File: src/rtl/fetch_queue_if.sv
// Control bus carrying the single clock and synchronous active-high reset
// shared by the fetch/decode pipeline blocks.
interface ctrl_bus_if;
  logic clk;
  logic reset;

  modport central (input clk, input reset);
endinterface

File: src/rtl/fetch_queue.sv
// First-word-fall-through instruction queue between fetch and decode.
// Flushes discard all queued entries and add them to a saturating counter.
module fetch_queue #(
  parameter int N     = 32,
  parameter int DEPTH = 4,
  parameter int CW    = 16
) (
  ctrl_bus_if.central                   ctrl_bus,
  input  logic [N-1:0]                  inst_F,
  input  logic [N-1:0]                  pc_plus4_F,
  input  logic                          valid_F,
  output logic                          ready_F,
  input  logic                          flush,
  output logic [N-1:0]                  inst_D,
  output logic [N-1:0]                  pc_plus4_D,
  output logic                          valid_D,
  input  logic                          ready_D,
  output logic [$clog2(DEPTH+1)-1:0]    count,
  output logic [CW-1:0]                 discard_cnt
);

  localparam int AW   = $clog2(DEPTH);
  localparam int CNTW = $clog2(DEPTH+1);

  logic [2*N-1:0] mem [DEPTH];
  logic [AW-1:0]  wr_ptr;
  logic [AW-1:0]  rd_ptr;
  logic           push;
  logic           pop;
  logic [CW:0]    disc_sum;
  logic [CW-1:0]  disc_next;

  // Handshakes: a transfer happens on a cycle where valid and ready are both
  // high at the rising clk edge; ready_F and valid_D come from registered
  // occupancy only, and a flush cancels both transfers in its cycle.
  assign ready_F    = (count != CNTW'(DEPTH));
  assign valid_D    = (count != '0);
  assign inst_D     = mem[rd_ptr][2*N-1:N];
  assign pc_plus4_D = mem[rd_ptr][N-1:0];
  assign push       = valid_F & ready_F & ~flush;
  assign pop        = valid_D & ready_D & ~flush;

  always_comb begin
    disc_sum  = {1'b0, discard_cnt} + {{(CW+1-CNTW){1'b0}}, count};
    disc_next = disc_sum[CW] ? {CW{1'b1}} : disc_sum[CW-1:0];
  end

  always_ff @(posedge ctrl_bus.clk) begin
    if (ctrl_bus.reset) begin
      wr_ptr      <= '0;
      rd_ptr      <= '0;
      count       <= '0;
      discard_cnt <= '0;
      for (int i = 0; i < DEPTH; i++) mem[i] <= '0;
    end else if (flush) begin
      // Storage is left as-is; resetting the pointers makes it unreachable.
      wr_ptr      <= '0;
      rd_ptr      <= '0;
      count       <= '0;
      discard_cnt <= disc_next;
    end else begin
      if (push) begin
        mem[wr_ptr] <= {inst_F, pc_plus4_F};
        wr_ptr      <= wr_ptr + 1'b1;
      end
      if (pop) rd_ptr <= rd_ptr + 1'b1;
      if (push && !pop)      count <= count + 1'b1;
      else if (pop && !push) count <= count - 1'b1;
    end
  end

endmodule
File: src/flat_wrapper.sv
// flat-port wrapper written by rule: the top's interface ports become plain ports
module fetch_queue_flat 
#(
  parameter int N     = 32,
  parameter int DEPTH = 4,
  parameter int CW    = 16
)
  (inst_F, pc_plus4_F, valid_F, ready_F, flush, inst_D, pc_plus4_D, valid_D, ready_D, count, discard_cnt, ctrl_bus_clk, ctrl_bus_reset);
  ctrl_bus_if ctrl_bus_i ();
  input  logic [N-1:0] inst_F;
  input  logic [N-1:0] pc_plus4_F;
  input  logic valid_F;
  output logic ready_F;
  input  logic flush;
  output logic [N-1:0] inst_D;
  output logic [N-1:0] pc_plus4_D;
  output logic valid_D;
  input  logic ready_D;
  output logic [$clog2(DEPTH+1)-1:0] count;
  output logic [CW-1:0] discard_cnt;
  input wire logic [$bits(ctrl_bus_i.clk)-1:0] ctrl_bus_clk;
  input wire logic [$bits(ctrl_bus_i.reset)-1:0] ctrl_bus_reset;
  assign ctrl_bus_i.clk = ctrl_bus_clk;
  assign ctrl_bus_i.reset = ctrl_bus_reset;
  fetch_queue #(.N(N), .DEPTH(DEPTH), .CW(CW)) u_core (.ctrl_bus(ctrl_bus_i), .inst_F(inst_F), .pc_plus4_F(pc_plus4_F), .valid_F(valid_F), .ready_F(ready_F), .flush(flush), .inst_D(inst_D), .pc_plus4_D(pc_plus4_D), .valid_D(valid_D), .ready_D(ready_D), .count(count), .discard_cnt(discard_cnt));
endmodule
File: config.mk
export PLATFORM = sky130hd
export DESIGN_NAME = fetch_queue_flat
export DESIGN_NICKNAME = d
export VERILOG_FILES = /design/src/rtl/fetch_queue_if.sv /design/src/rtl/fetch_queue.sv /design/src/flat_wrapper.sv
export SDC_FILE = /design/constraint.sdc
export NUM_CORES = 1
export LEC_CHECK = 0
export ABC_AREA = 1
export BUFFER_PORTS_ARGS = -buffer_cell sky130_fd_sc_hd__buf_2
export CORE_UTILIZATION = 50
export DETAILED_ROUTE_END_ITERATION = 10
export PLACE_DENSITY = 0.7
export SLEW_MARGIN = 20
export SYNTH_ARGS = -nofsm -noshare
export SYNTH_HDL_FRONTEND = slang
export SYNTH_SLANG_ARGS = --single-unit
File: constraint.sdc
create_clock -name ctrl_bus_clk -period 14.1 [get_ports ctrl_bus_clk]
set_clock_uncertainty 0.1 [all_clocks]
set_input_delay 1.41 -clock ctrl_bus_clk [delete_from_list [all_inputs] [get_ports ctrl_bus_clk]]
set_output_delay 1.41 -clock ctrl_bus_clk [all_outputs]
set_load 0.1 [all_outputs]
==> flow_summary.ini <==
[placement]
gp_congestion = 0.799
dp_slack_ps = 9930
place_inst = 1588
io_buffers = 153
place_hpwl_mm = 16.1

[status]
status = finished clean

[finish]
num_antenna_cells = 0
layout.nets = 1371
drive_gt1_frac = 0.193
layoutNonFillerInstCount = 1643
area_delta_synth_final_pct = 15.8

[synthesis]
synth_top_area_share = 0.620
ys_seq_area_frac = 0.660
yosysUniqueCellTypes = 31
synth_edf_count = 256
synth_top_family_by_area = simple AND/OR/NAND/NOR gates
synth.avg_cell_area_um2 = 10.6
synth_compound_area_frac = 0.0972
async_flop_share = 0
synth_area_leaders = edfxtp_1 (62%), nor2_1 (10%), o21ai_0 (5.6%), dfxtp_1 (4.0%), o22ai_1 (3.2%)
ys.flop_type = edfxtp_1
syn-cell-area_um2 = 12400
synth-simple-area-share = 0.174
synth_warnings = 0
synth_seq_cells = 281
synthCells = 1172
synth_fa_ha_area_frac = 0.00726
synthMuxAreaShare = 0
synthXorXnorAreaFrac = 0.00282
syn_nets = 1247
synth_top_area_cell = edfxtp_1

[floorplanning]
fp.dieH_um = 159
io_pins = 154
die-area_um2 = 25400
die_w_um = 159
initial_utilization = 0.510
core_area_um2 = 24300
rows = 57

[min_path]
hp-class = register to register
holdPathStages = 1

[global_route]
grt_pass1_wl_mm = 45.3
antenna_found_initial = 0
overflow = 0
grt_usage = 0.225
grt_pass1_vias = 8769
grt_start_max_net_pins = 83

[power]
peakVddDrop_mv = 0.0711
p_total_mw = 1.99
total_leakage_power_nw = 6.31
cellPowerDensity_nw_per_um2 = 138

[drt]
drt_pass1_iterations = 7
via_count = 8768
via_per_inst = 5.34
drtIter0Drc = 805
remaining_drc_errors = 0
wire_per_inst_um = 17.5
routed_wl_mm = 28.7
detail-route-antenna-nets = 0

[timing]
period_minus_slack_ps = 4750
slew_headroom = 0.322
fmaxAchievable_mhz = 211
setup_slack_ps = 9350
rsz0062_at_grt = false
hold_viol_final = 0
finalCritPeriodShare = 0.337
setup_viol = 0
maxSlewViolCount = 0
worst_slew_pin_slew_ps = 1020
setup_tns_ps = 0

[clocking]
ctsHtreeMaxLevel = 1
cts-resized-gates = 0
tritoncts = built
cts_setup_buffers = 0
cts.sink_count = 281
cts_root_buf = clkbuf_16
clockBufferDepth = 3
cts_hold_buf = 0
insertion_delay_ps = 550
path_clk_slew_ps = 60
cts_buffers = 29

[flow_run]
maxCapViolCount = 0

[setup_path]
rr_worst_depth = 7
worstPathRequired_ps = 12590
cp_data_arrival_time_ps = 3240
crit_type = register to output pin
cp-end-kind = output pin
cp_max_fo = 65
start_kind = register
-- per-layer routing --
layer | vias to the layer above | track usage | wire length [um]
li1 | 4220 | - | -
met1 | 4196 | 0.292 | 11600
met2 | 304 | 0.392 | 14400
met3 | 48 | 0.0326 | 2010
met4 | 0 | 0.0669 | 674
met5 | - | 0 | 0
-- worst paths after layout --
check                                startpoint                end  slack, ps
worst max-delay path                   register     pc_plus4_D[15]       9350
worst min-delay path            u_core.count[2]    u_core.count[2]        410
worst max register to register  u_core.count[1]  u_core.mem[2][26]      10890
worst min register to register  u_core.count[2]    u_core.count[2]        410
-- metrics by stage --
stage | util | hold slack [ps] | instance area [um2]
2_1_floorplan | - | 367 | 12400
3_3_place_gp | 0.548 | 383 | 13300
3_5_place_dp | 0.548 | 402 | 13300
4_1_cts | 0.589 | 418 | 14300
5_1_grt | 0.591 | 440 | 14400
6_report | 0.591 | 413 | 14400
-- placed cells by master (no fill, tap or decap), types with 3 or more instances in the layout --
master	instances
nor2_1	342
edfxtp_1	256
buf_2	153
o21ai_0	134
inv_1	91
nand2_1	87
o22ai_1	64
nand2_4	30
clkbuf_16	29
dfxtp_1	23
nand3_1	19
a21oi_1	12
buf_4	11
clkinv_1	9
clkinv_2	6
bufinv_16	6
nand3b_1	5
a31oi_1	5
o21ai_4	4
ha_1	4
inv_2	3
xnor2_1	3
-- cells in the mapped netlist (3+ instances only) --
library cell and n:
o22ai_1 64, nand2_4 30, buf_6 4, ha_1 4
a21oi_1 12, edfxtp_1 256, o21ai_0 138, xnor2_1 3
a31oi_1 5, buf_12 3, clkbuf_1 44, nand3_1 19
nor2_1 342, nand3b_1 5, buf_1 7, buf_2 12
nand2_1 88, inv_1 94, dfxtp_1 25
-- where the power goes --
part,switching (mW),internal (mW)
clock,0.314,0.484
combinational,0.197,0.0373
sequential,0.0112,0.946
-- logic make-up (layout without fill, tap and decap cells) --
group           Yosys count  after routing
buf+inv                 168            315
xor+xnor                  4              4
fa+ha+maj                 6              6
compound gates          222            222
flops                   281            281
simple gates            491            491
-- flip-flops by register name (all words and copies together), names as in the netlist, named ones only --
register            flops
u_core.wr_ptr           2
u_core.mem            256
u_core.count            3
u_core.rd_ptr           2
u_core.discard_cnt     16
-- layout make-up --
cell class | instances | area (um2)
sequential | 281 | 8190
clock buffer | 31 | 733
fill | 2064 | 9960
multi-input combinational | 723 | 3530
timing repair buffer | 165 | 876
clock inverter | 23 | 263
tap | 324 | 405
inverter | 96 | 364
-- critical path, stage by stage (launching register included) --
cell,delay (ps)
dfxtp_2,310
buf_4,550
clkinv_2,960
o21ai_0,330
o22ai_1,190
buf_2,330
No activity file was read; power rests on OpenSTA's default activity.
